File: config.mk
export PLATFORM = sky130hd
export DESIGN_NAME = ccc_supervisor
export DESIGN_NICKNAME = d
export VERILOG_FILES = /design/src/rtl/ccc_supervisor_pkg.sv /design/src/rtl/ccc_ce_div.sv /design/src/rtl/ccc_supervisor.sv
export SDC_FILE = /design/constraint.sdc
export NUM_CORES = 1
export LEC_CHECK = 0
export CAP_MARGIN = 0
export CORE_ASPECT_RATIO = 2
export CORE_MARGIN = 4
export CORE_UTILIZATION = 35
export CTS_BUF_LIST = sky130_fd_sc_hd__clkbuf_8 sky130_fd_sc_hd__clkbuf_16
export CTS_CLUSTER_DIAMETER = 200
export DETAILED_ROUTE_END_ITERATION = 10
export DONT_BUFFER_PORTS = 1
export GPL_TIMING_DRIVEN = 0
export HOLD_SLACK_MARGIN = 0.05
export PLACE_DENSITY = 0.53
export SYNTH_ARGS = -nofsm -noshare
export SYNTH_HDL_FRONTEND = slang
export SYNTH_SLANG_ARGS = --single-unit
File: constraint.sdc
create_clock -name CLK -period 1.96 [get_ports CLK]
set_input_delay 0.392 -clock CLK [delete_from_list [all_inputs] [get_ports CLK]]
set_output_delay 0.392 -clock CLK [all_outputs]
set_load 0.03 [all_outputs]
File: src/rtl/ccc_supervisor_pkg.sv
// Shared types and defaults for the clock-domain channel supervisor.
// Holds the FSM encoding and the parameter defaults used by all files.
package ccc_supervisor_pkg;

  typedef enum logic [1:0] {
    WAIT_LOCK,
    STABLE,
    RELEASE,
    RUN
  } sup_state_e;

  localparam int NUM_CH_D        = 4;
  localparam int DIV_W_D         = 8;
  localparam int STABLE_CYCLES_D = 1024;
  localparam int STAGGER_D       = 16;
  localparam int LOSS_W_D        = 8;

  // Counter width able to hold 0..last
  function automatic int cnt_w(input int last);
    return (last < 1) ? 1 : $clog2(last + 1);
  endfunction

endpackage

File: src/rtl/ccc_ce_div.sv
// Per-channel clock-enable divider.
// Emits a one-cycle ce pulse every ratio+1 cycles while enabled.
module ccc_ce_div
  import ccc_supervisor_pkg::*;
#(
  parameter int DIV_W = DIV_W_D
) (
  input  logic             CLK,
  input  logic             RESETN,
  input  logic             enable,
  input  logic [DIV_W-1:0] ratio,
  output logic             ce
);

  logic [DIV_W-1:0] cnt_q;

  // >= rather than == so a ratio decrease never strands the counter
  always_ff @(posedge CLK or negedge RESETN) begin
    if (!RESETN) begin
      cnt_q <= '0;
      ce    <= 1'b0;
    end else if (!enable) begin
      cnt_q <= '0;
      ce    <= 1'b0;
    end else if (cnt_q >= ratio) begin
      cnt_q <= '0;
      ce    <= 1'b1;
    end else begin
      cnt_q <= cnt_q + DIV_W'(1);
      ce    <= 1'b0;
    end
  end

endmodule

File: src/rtl/ccc_supervisor.sv
// PLL lock supervisor: waits for stable lock, releases channel resets
// in a staggered order, and drives per-channel clock enables.
module ccc_supervisor
  import ccc_supervisor_pkg::*;
#(
  parameter int NUM_CH        = NUM_CH_D,
  parameter int DIV_W         = DIV_W_D,
  parameter int STABLE_CYCLES = STABLE_CYCLES_D,
  parameter int STAGGER       = STAGGER_D,
  parameter int LOSS_W        = LOSS_W_D
) (
  input  logic                    CLK,
  input  logic                    RESETN,
  input  logic                    PLL_LOCK,
  input  logic [NUM_CH*DIV_W-1:0] DIV_RATIO,
  input  logic                    CLR_LOSS,
  output logic [NUM_CH-1:0]       CH_RESETN,
  output logic [NUM_CH-1:0]       CH_CE,
  output logic                    READY,
  output logic [LOSS_W-1:0]       LOCK_LOSS_CNT
);

  localparam int SC_W     = cnt_w(STABLE_CYCLES - 1);
  localparam int REL_LAST = (NUM_CH - 1) * STAGGER;
  localparam int RC_W     = cnt_w(REL_LAST);

  localparam logic [SC_W-1:0] STAB_END = SC_W'(STABLE_CYCLES - 1);
  localparam logic [RC_W-1:0] REL_END  = RC_W'(REL_LAST);

  logic              sync1;
  logic              lock_s;
  sup_state_e        state_q;
  sup_state_e        state_d;
  logic [SC_W-1:0]   stab_q;
  logic [SC_W-1:0]   stab_d;
  logic [RC_W-1:0]   rel_q;
  logic [RC_W-1:0]   rel_d;
  logic [NUM_CH-1:0] rstn_q;
  logic [NUM_CH-1:0] rstn_d;
  logic              ready_q;
  logic              ready_d;
  logic              loss_ev;
  logic [LOSS_W-1:0] loss_q;

  always_ff @(posedge CLK or negedge RESETN) begin
    if (!RESETN) begin
      sync1  <= 1'b0;
      lock_s <= 1'b0;
    end else begin
      sync1  <= PLL_LOCK;
      lock_s <= sync1;
    end
  end

  always_ff @(posedge CLK or negedge RESETN) begin
    if (!RESETN) begin
      state_q <= WAIT_LOCK;
      stab_q  <= '0;
      rel_q   <= '0;
      rstn_q  <= '0;
      ready_q <= 1'b0;
    end else begin
      state_q <= state_d;
      stab_q  <= stab_d;
      rel_q   <= rel_d;
      rstn_q  <= rstn_d;
      ready_q <= ready_d;
    end
  end

  always_comb begin
    state_d = state_q;
    stab_d  = stab_q;
    rel_d   = rel_q;
    loss_ev = 1'b0;
    unique case (state_q)
      WAIT_LOCK: begin
        stab_d = '0;
        rel_d  = '0;
        if (lock_s) state_d = STABLE;
      end
      STABLE: begin
        if (!lock_s) begin
          state_d = WAIT_LOCK;
          stab_d  = '0;
        end else if (stab_q == STAB_END) begin
          state_d = RELEASE;
          stab_d  = '0;
          rel_d   = '0;
        end else begin
          stab_d = stab_q + SC_W'(1);
        end
      end
      RELEASE: begin
        if (!lock_s) begin
          state_d = WAIT_LOCK;
          rel_d   = '0;
          loss_ev = 1'b1;
        end else if (rel_q == REL_END) begin
          state_d = RUN;
        end else begin
          rel_d = rel_q + RC_W'(1);
        end
      end
      RUN: begin
        if (!lock_s) begin
          state_d = WAIT_LOCK;
          rel_d   = '0;
          loss_ev = 1'b1;
        end
      end
      default: state_d = WAIT_LOCK;
    endcase
  end

  // Outputs are computed from next state so they are registered yet aligned
  always_comb begin
    rstn_d  = '0;
    ready_d = (state_d == RUN);
    for (int i = 0; i < NUM_CH; i++) begin
      rstn_d[i] = (state_d == RUN) ||
                  ((state_d == RELEASE) &&
                   (rel_d >= RC_W'(i * STAGGER)));
    end
  end

  always_ff @(posedge CLK or negedge RESETN) begin
    if (!RESETN) begin
      loss_q <= '0;
    end else if (CLR_LOSS) begin
      loss_q <= '0;
    end else if (loss_ev && !(&loss_q)) begin
      loss_q <= loss_q + LOSS_W'(1);
    end
  end

  // Dividers see the reset D-value so CE drops on the same edge as CH_RESETN
  for (genvar g = 0; g < NUM_CH; g++) begin : g_div
    ccc_ce_div #(
      .DIV_W (DIV_W)
    ) u_div (
      .CLK    (CLK),
      .RESETN (RESETN),
      .enable (rstn_d[g]),
      .ratio  (DIV_RATIO[g*DIV_W +: DIV_W]),
      .ce     (CH_CE[g])
    );
  end

  assign CH_RESETN     = rstn_q;
  assign READY         = ready_q;
  assign LOCK_LOSS_CNT = loss_q;

endmodule

==> summary.md, run 1 <==
| Metric | Value |
|---|---|
| Largest family of logic cells by synthesized area | `simple AND/OR/NAND/NOR gates` |
| First-pass GRT wire length | `14660 um` |
| DRC Markers | `0` |
| Clk pwr share | `0.522` |
| CORE AREA | `11010 sq um` |
| Antenna violations before repair | `0` |
| Clock root cell | `clkbuf_16` |
| Layout cell share with drive strength beyond 1 | `0.1973` |
| GRT Residual Overflow | `0` |
| Unrepaired setup endpoints after global routing | `yes` |
| Syn Std Cell Area | `3975 sq um` |
| Peak supply drop | `436.3 uV` |
| Reg power frac | `0.446` |
| CP max FO | `5` |
| Family with the most delay on the worst path | `simple AND/OR/NAND/NOR gates` |
| Initial Util | `0.3609` |
| Placed cell area | `4150 sq um` |
| Failing checks | `hold timing` |
| Post-Synth Simple-Gate Area | `0.1914` |
| Status | `complete, but fails checks` |
| Die H | `158.7 um` |
| Worst slew pin tran | `0.5568 ns` |
| GPL Wtd Cong | `0.8052` |
| Net Sw Frac | `0.2069` |
| Rel. slew slack | `0.6249` |
| Port-buffer cells | `0` |
| Area Growth Syn to Fin | `23.23%` |
| Detailed Route Iter0 Violations | `100` |
| CTS H-tree lvls | `3` |
| Routed vias | `2978` |
| CP Class | `reg2reg` |
| Number of routed nets with antenna violations | `0` |
| Static Leak | `2.347 nW` |
| Largest net degree at the start of global routing | `70` |
| Synthesized flop and latch total | `69` |
| Final instance area | `4898 sq um` |
| Worst-Skew Late Latency | `0.33 ns` |
| Post-Synth XOR/XNOR Area | `0.07051` |
| Final hold vios | `69` |
| Pre-CTS setup slack | `-0.2116 ns` |
| Num CTS Buffers | `9` |
| Max_cap viols | `0` |
| Fraction of synthesized area in multiplexers | `0.005036` |
| Post-Syn Area per Cell | `9.815 sq um` |
| Clock sink count | `69` |
| Die Width | `83.36 um` |
| Tot GR Track Use | `0.1340` |
| Max frequency | `518.5 MHz` |
| DRT Pass-1 Iters | `4` |
| Filler instances | `1075` |
| CP startpoint | `stab_q[1]$_DFFE_PN0P_` |
| Worst hold-check path type | `in2async` |
| Most frequent cells in the layout | `65 x dfrtp_1, 46 x inv_1, 38 x ha_1` |
| Syn nets | `481` |
| Kind of end point of the critical path | `flop` |
| Synthesis Warnings | `0` |
| Number of synthesized flops with an enable pin | `0` |
| Most common cell after layout, fill and taps aside | `dfrtp_1` |
| Vias/cell | `5.126` |
| Synth Area in Adders | `0.1259` |
| Max clock buf depth | `2` |
| Routed WL | `8676 um` |
| Antenna diodes | `0` |
| Critical path's largest stage delay | `0.41 ns` |
| Internal power | `2.556 mW` |
| Post-synth ARST share | `1.000` |
| Complex-gate fraction of the synthesized area | `0.1184` |
| Post-Syn Instances | `405` |
| Die area | `13230 sq um` |
| Core Util, Final | `0.4448` |
| CP bufs+invs | `2` |
| CTS tree | `yes` |
| Dpl hpwl | `6002 um` |
| Cell row count | `54` |
| Crit path DAT | `2.13 ns` |
| Post-synthesis sequential area ratio | `0.4344` |
| Mean routed wirelength per cell | `14.93 um` |
| CP Launch Type | `flop` |
| Vias in the first global route | `3183` |
| Unique masters post-synth | `51` |
| Logic pwr share | `0.032` |
| Setup ws final | `0.03129 ns` |
| Final setup fails | `0` |
| Min Hold Slack | `-0.2389 ns` |
| Cell Pwr Density | `657.9 nW/um^2` |
| Slew Limit Fails | `0` |
| Min cycle time layout | `1.929 ns` |
| I/O pin count | `53` |
| Clock Skew | `0.005512 ns` |
| Psw | `0.6668 mW` |
| Fin crit share | `0.9840` |
| Clock transition at the registers of the reported paths | `0.06 ns` |
| RR Startpoint | `stab_q[1]$_DFFE_PN0P_` |
| Slowest stage cell, crit path | `dfrtp_1` |
| Final #Nets | `512` |
| Worst EP required | `2.17 ns` |
| Ys flop type | `dfrtp_1` |
| Cell Chain, Critical Path | `ha_4 > nand4_1 > nor4_4 > buf_4 > o32ai_4 > o31ai_4 > buf_6 > nor3_2` |
## power by group through the flow
stage               clock, mW  combinational [mW]  sequential (mW)
floorplan                   0              0.0628             1.46
global route             1.78               0.121             1.44
CTS                      1.71              0.0912             1.44
finish                   1.68               0.104             1.44
global placement            0              0.0769             1.46
detailed placement          0              0.0812             1.46
## stage by stage
| stage | power, mW | cells | hold WS (ns) | setup TNS (ns) |
|---|---|---|---|---|
| after global placement | 1.538 | 545 | 0.09949 | -4.485 |
| after detailed placement | 1.543 | 545 | 0.09955 | -4.808 |
| after floorplan | 1.523 | 405 | 0.09641 | 0 |
| after global routing | 3.335 | 581 | -0.2579 | -0.9991 |
| final | 3.223 | 581 | -0.2389 | 0 |
| after CTS | 3.240 | 573 | -0.2544 | -0.05333 |
## registers in the layout, summed over array words and instances, names as in the netlist
register / flops
g_div.u_div.cnt_q: 32
sync1: 1
LOCK_LOSS_CNT: 8
lock_s: 1
READY: 1
rel_q: 6
g_div.u_div.ce: 4
state_q: 2
CH_RESETN: 4
stab_q: 10
## cells by family (layout without fill, tap and decap cells)
logic type                 Yosys count  count (layout)
buffers and inverters               53              88
adders and majority gates           40              40
xor gates and xnor gates            32              32
and+or+nand+nor                    144             144
DFF                                 69              69
muxes                                2               2
AOI/OAI and AO/OA                   65              66
## area by class of cell
class | count | area [sq um] | share of cell area
multi-input cells | 284 | 2287 | 0.4669
repair buffers | 19 | 175.2 | 0.03576
plain buffers | 8 | 47.55 | 0.009706
well taps | 140 | 175.2 | 0.03576
clock inverters | 4 | 46.29 | 0.009451
flip-flops and latches | 69 | 1732 | 0.3535
inverters | 45 | 168.9 | 0.03448
clock buffers | 12 | 266.5 | 0.05441
## cells in the mapped netlist, types with 2 or more instances
master,n,share of area
dfrtp_1,69,0.43
inv_1,45,0.042
ha_1,40,0.13
nor3_1,32,0.040
nand3_1,29,0.037
nor2_1,26,0.025
o21ai_0,23,0.029
xor2_1,23,0.051
nand2_1,18,0.017
and3_1,9,0.014
xnor2_1,9,0.020
a21oi_1,8,0.010
a21o_1,7,0.013
nor2b_1,7,0.011
o31ai_1,5,0.0094
buf_4,4,0.0076
nand4_1,4,0.0063
and4_1,3,0.0066
nand2b_1,3,0.0047
nor4_1,3,0.0047
buf_2,2,0.0025
mux2i_1,2,0.0050
nor3b_2,2,0.0063
o211ai_1,2,0.0038
o21bai_1,2,0.0038
o31ai_4,2,0.011
or2_2,2,0.0031
## path summary, 6_finish.rpt
check	endpoint	slack, ns	depth (start not counted)
worst max-delay path	g_div[1].u_div.cnt_q[5]$_DFF_PN0_	0.03	8
worst min-delay path	g_div[2].u_div.cnt_q[7]$_DFF_PN0_	-0.24	0
worst max register to register	g_div[1].u_div.cnt_q[5]$_DFF_PN0_	0.03	8
worst min register to register	lock_s$_DFF_PN0_	0.38	0
max in group asynchronous	g_div[3].u_div.cnt_q[0]$_DFF_PN0_	2.09	0
min in group CLK	sync1$_DFF_PN0_	0.09	0
## repair_timing
action                     in CTS  in global routing
setup buffers                  12                  7
setup endpoints to repair      45                 42
pin swaps                       8                 19
cloned                          0                  1
hold endpoints to repair       69                 69
resized for setup              14                 33
## layer usage
layer  share of wire  track usage
met5               0            0
met2            0.58       0.2595
met1            0.37       0.1348
met3           0.031      0.03112
met4           0.013      0.05060
(Power assumes the default switching activity.)
==> run 2, diff against run 1 <==
--- a/config.mk
+++ b/config.mk
@@ -8,14 +8,14 @@
 export CAP_MARGIN = 0
 export CORE_ASPECT_RATIO = 2
 export CORE_MARGIN = 4
-export CORE_UTILIZATION = 35
+export CORE_UTILIZATION = 45
 export CTS_BUF_LIST = sky130_fd_sc_hd__clkbuf_8 sky130_fd_sc_hd__clkbuf_16
 export CTS_CLUSTER_DIAMETER = 200
 export DETAILED_ROUTE_END_ITERATION = 10
 export DONT_BUFFER_PORTS = 1
 export GPL_TIMING_DRIVEN = 0
 export HOLD_SLACK_MARGIN = 0.05
-export PLACE_DENSITY = 0.53
+export PLACE_DENSITY = 0.64
 export SYNTH_ARGS = -nofsm -noshare
 export SYNTH_HDL_FRONTEND = slang
 export SYNTH_SLANG_ARGS = --single-unit
==> run 2 against run 1 <==
Effect of this change:
- the run ends with hold timing, setup timing left
- non-clock buffer count shrank 4
- clock skew increased by 0.00088 ns
- worst hold slack better by 0.00091 ns
==> summary.md, run 2 (synthesized netlist as in run 1, its figures left out) <==
| Metric | Value |
|---|---|
| Status | `complete, but fails checks` |
| Failing checks | `hold timing, setup timing` |
| Total power | `2.943 mW` |
| Clock Skew | `0.006390 ns` |
| CORE AREA | `8648 sq um` |
| Initial Util | `0.4596` |
| Detailed Route Iter0 Violations | `107` |
| Routed vias | `2979` |
| Slew Limit Fails | `0` |
| Clock transition at the registers of the reported paths | `0.05 ns` |
| Logic pwr share | `0.034` |
| Fin cells | `535` |
| Core Util, Final | `0.5450` |
| Unrepaired setup endpoints after global routing | `yes` |
| Tot GR Track Use | `0.1667` |
| Max clock buf depth | `2` |
| Biggest register | `g_div.u_div.cnt_q` |
| Net Sw Frac | `0.2057` |
| Clock root cell | `clkbuf_16` |
| Most frequent cells in the layout | `66 x dfrtp_1, 47 x inv_1, 38 x ha_1` |
| Final instance area | `4713 sq um` |
| Worst hold-check path type | `in2async` |
| Max_cap viols | `0` |
| Final setup fails | `8` |
| GRT Residual Overflow | `0` |
| Clk pwr share | `0.478` |
| Inst Count DP | `505` |
| Port-buffer cells | `0` |
| Largest net degree at the start of global routing | `70` |
| Internal power | `2.338 mW` |
| Min Hold Slack | `-0.2380 ns` |
| CTS H-tree lvls | `3` |
| Cell Pwr Density | `624.5 nW/um^2` |
| Setup ws final | `-0.02270 ns` |
| Final #Nets | `507` |
| Rel. slew slack | `0.6511` |
| Die Width | `74.46 um` |
| Die area | `10490 sq um` |
| Number of routed nets with antenna violations | `0` |
| CP Launch Type | `flop` |
| DRC Markers | `0` |
| Antenna diodes | `0` |
| Worst slew pin tran | `0.5220 ns` |
| Worst-Skew Late Latency | `0.33 ns` |
| Placed cell area | `4100 sq um` |
| DRT Pass-1 Iters | `4` |
| Psw | `0.6055 mW` |
| I/O pin count | `53` |
| Fin crit share | `1.012` |
| GPL Wtd Cong | `0.7690` |
| Max reg flops | `32` |
| Antenna violations before repair | `0` |
| Reg power frac | `0.488` |
| Die H | `140.9 um` |
| Routed WL | `8222 um` |
| Dpl hpwl | `5791 um` |
| Static Leak | `2.304 nW` |
| CP max FO | `10` |
| Num CTS Buffers | `9` |
| Kind of end point of the critical path | `flop` |
| Area Growth Syn to Fin | `18.57%` |
| Peak supply drop | `532.6 uV` |
| Cell row count | `48` |
| Max frequency | `504.4 MHz` |
| Crit path DAT | `2.18 ns` |
| Layout cell share with drive strength beyond 1 | `0.1747` |
| Min cycle time layout | `1.983 ns` |
| Final hold vios | `69` |
| Clock sink count | `69` |
| Vias in the first global route | `3127` |
| CTS tree | `yes` |
| Vias/cell | `5.568` |
| CP Class | `reg2reg` |
| Worst EP required | `2.15 ns` |
| Mean routed wirelength per cell | `15.37 um` |
| Most common cell after layout, fill and taps aside | `dfrtp_1` |
| First-pass GRT wire length | `13770 um` |
[run 2: cell types whose count changed in the layout (fill, tap and decap cells not counted), sizes merged]
| cell | previous run | this run |
|---|---|---|
| buf | 26 | 21 |
| bufinv | 1 | 0 |
| clkbuf | 13 | 12 |
| clkinv | 1 | 2 |
| clkinvlp | 1 | 0 |
| inv | 46 | 48 |
| o21bai | 3 | 2 |
[run 2: final timing paths]
path | from | end | slack [ns] | cells after the start
min in group CLK | PLL_LOCK | sync1$_DFF_PN0_ | 0.09 | 0
setup reg to reg | stab_q[1]$_DFFE_PN0P_ | g_div[1].u_div.cnt_q[7]$_DFF_PN0_ | -0.02 | 8
hold reg to reg | sync1$_DFF_PN0_ | lock_s$_DFF_PN0_ | 0.35 | 0
setup / recovery | stab_q[1]$_DFFE_PN0P_ | g_div[1].u_div.cnt_q[7]$_DFF_PN0_ | -0.02 | 8
max in group asynchronous | RESETN | g_div[2].u_div.cnt_q[0]$_DFF_PN0_ | 2.04 | 0
hold / removal | RESETN | stab_q[3]$_DFFE_PN0P_ | -0.24 | 0
[run 2: worst max-delay path, stage by stage (launching register included)]
cell     delay (ns)
dfrtp_1        0.42
ha_4           0.18
nand4_1        0.20
nor4_4         0.30
buf_4          0.18
o32ai_4        0.10
o31ai_4        0.24
buf_12         0.17
nor3_1         0.05
[run 2: final cells by class]
cell class                 count  area [sq um]
sequential                    69          1730
buffer                         8         50.05
inverter                      45         168.9
tap                          100         125.1
timing repair buffer          15         137.6
clock inverter                 5         21.27
clock buffer                  10         239.0
fill                         792          3935
multi-input combinational    283          2241
[run 2: routing by layer]
metal | vias up | GRT usage | share of wire
met5 | - | 0 | 0
met4 | 0 | 0.07505 | 0.019
met3 | 11 | 0.04497 | 0.033
met2 | 53 | 0.3030 | 0.58
met1 | 1454 | 0.1695 | 0.37
li1 | 1461 | - | -
[run 2: what timing repair did]
action,CTS,global route
resized for setup,12,28
pin swaps,7,8
setup endpoints to repair,39,40
setup buffers,9,6
endpoints found under the hold margin,69,69
[run 2: metrics by stage]
step	setup WS [ns]	TNS, ns
detailed placement	-0.2425	-6.236
CTS	-0.01739	-0.04523
floorplan	0.1377	0
global route	-0.1341	-1.995
global placement	-0.1438	-3.298
finish	-0.02270	-0.1164
[run 2: power by group through the flow]
| stage | Sequential [mW] | Combinational (mW) | Clock, mW |
|---|---|---|---|
| floorplan | 1.46 | 0.0628 | 0 |
| global placement | 1.46 | 0.0749 | 0 |
| detailed placement | 1.46 | 0.0800 | 0 |
| CTS | 1.44 | 0.0865 | 1.44 |
| global route | 1.44 | 0.118 | 1.49 |
| finish | 1.44 | 0.100 | 1.41 |
==> run 3, diff against run 2 <==
--- a/config.mk
+++ b/config.mk
@@ -14,8 +14,8 @@
 export DETAILED_ROUTE_END_ITERATION = 10
 export DONT_BUFFER_PORTS = 1
 export GPL_TIMING_DRIVEN = 0
-export HOLD_SLACK_MARGIN = 0.05
 export PLACE_DENSITY = 0.64
+export RECOVER_POWER = 50
 export SYNTH_ARGS = -nofsm -noshare
 export SYNTH_HDL_FRONTEND = slang
 export SYNTH_SLANG_ARGS = --single-unit
==> results of run 3 <==
The final DEF is identical to that of run 2; final timing and power are the same.
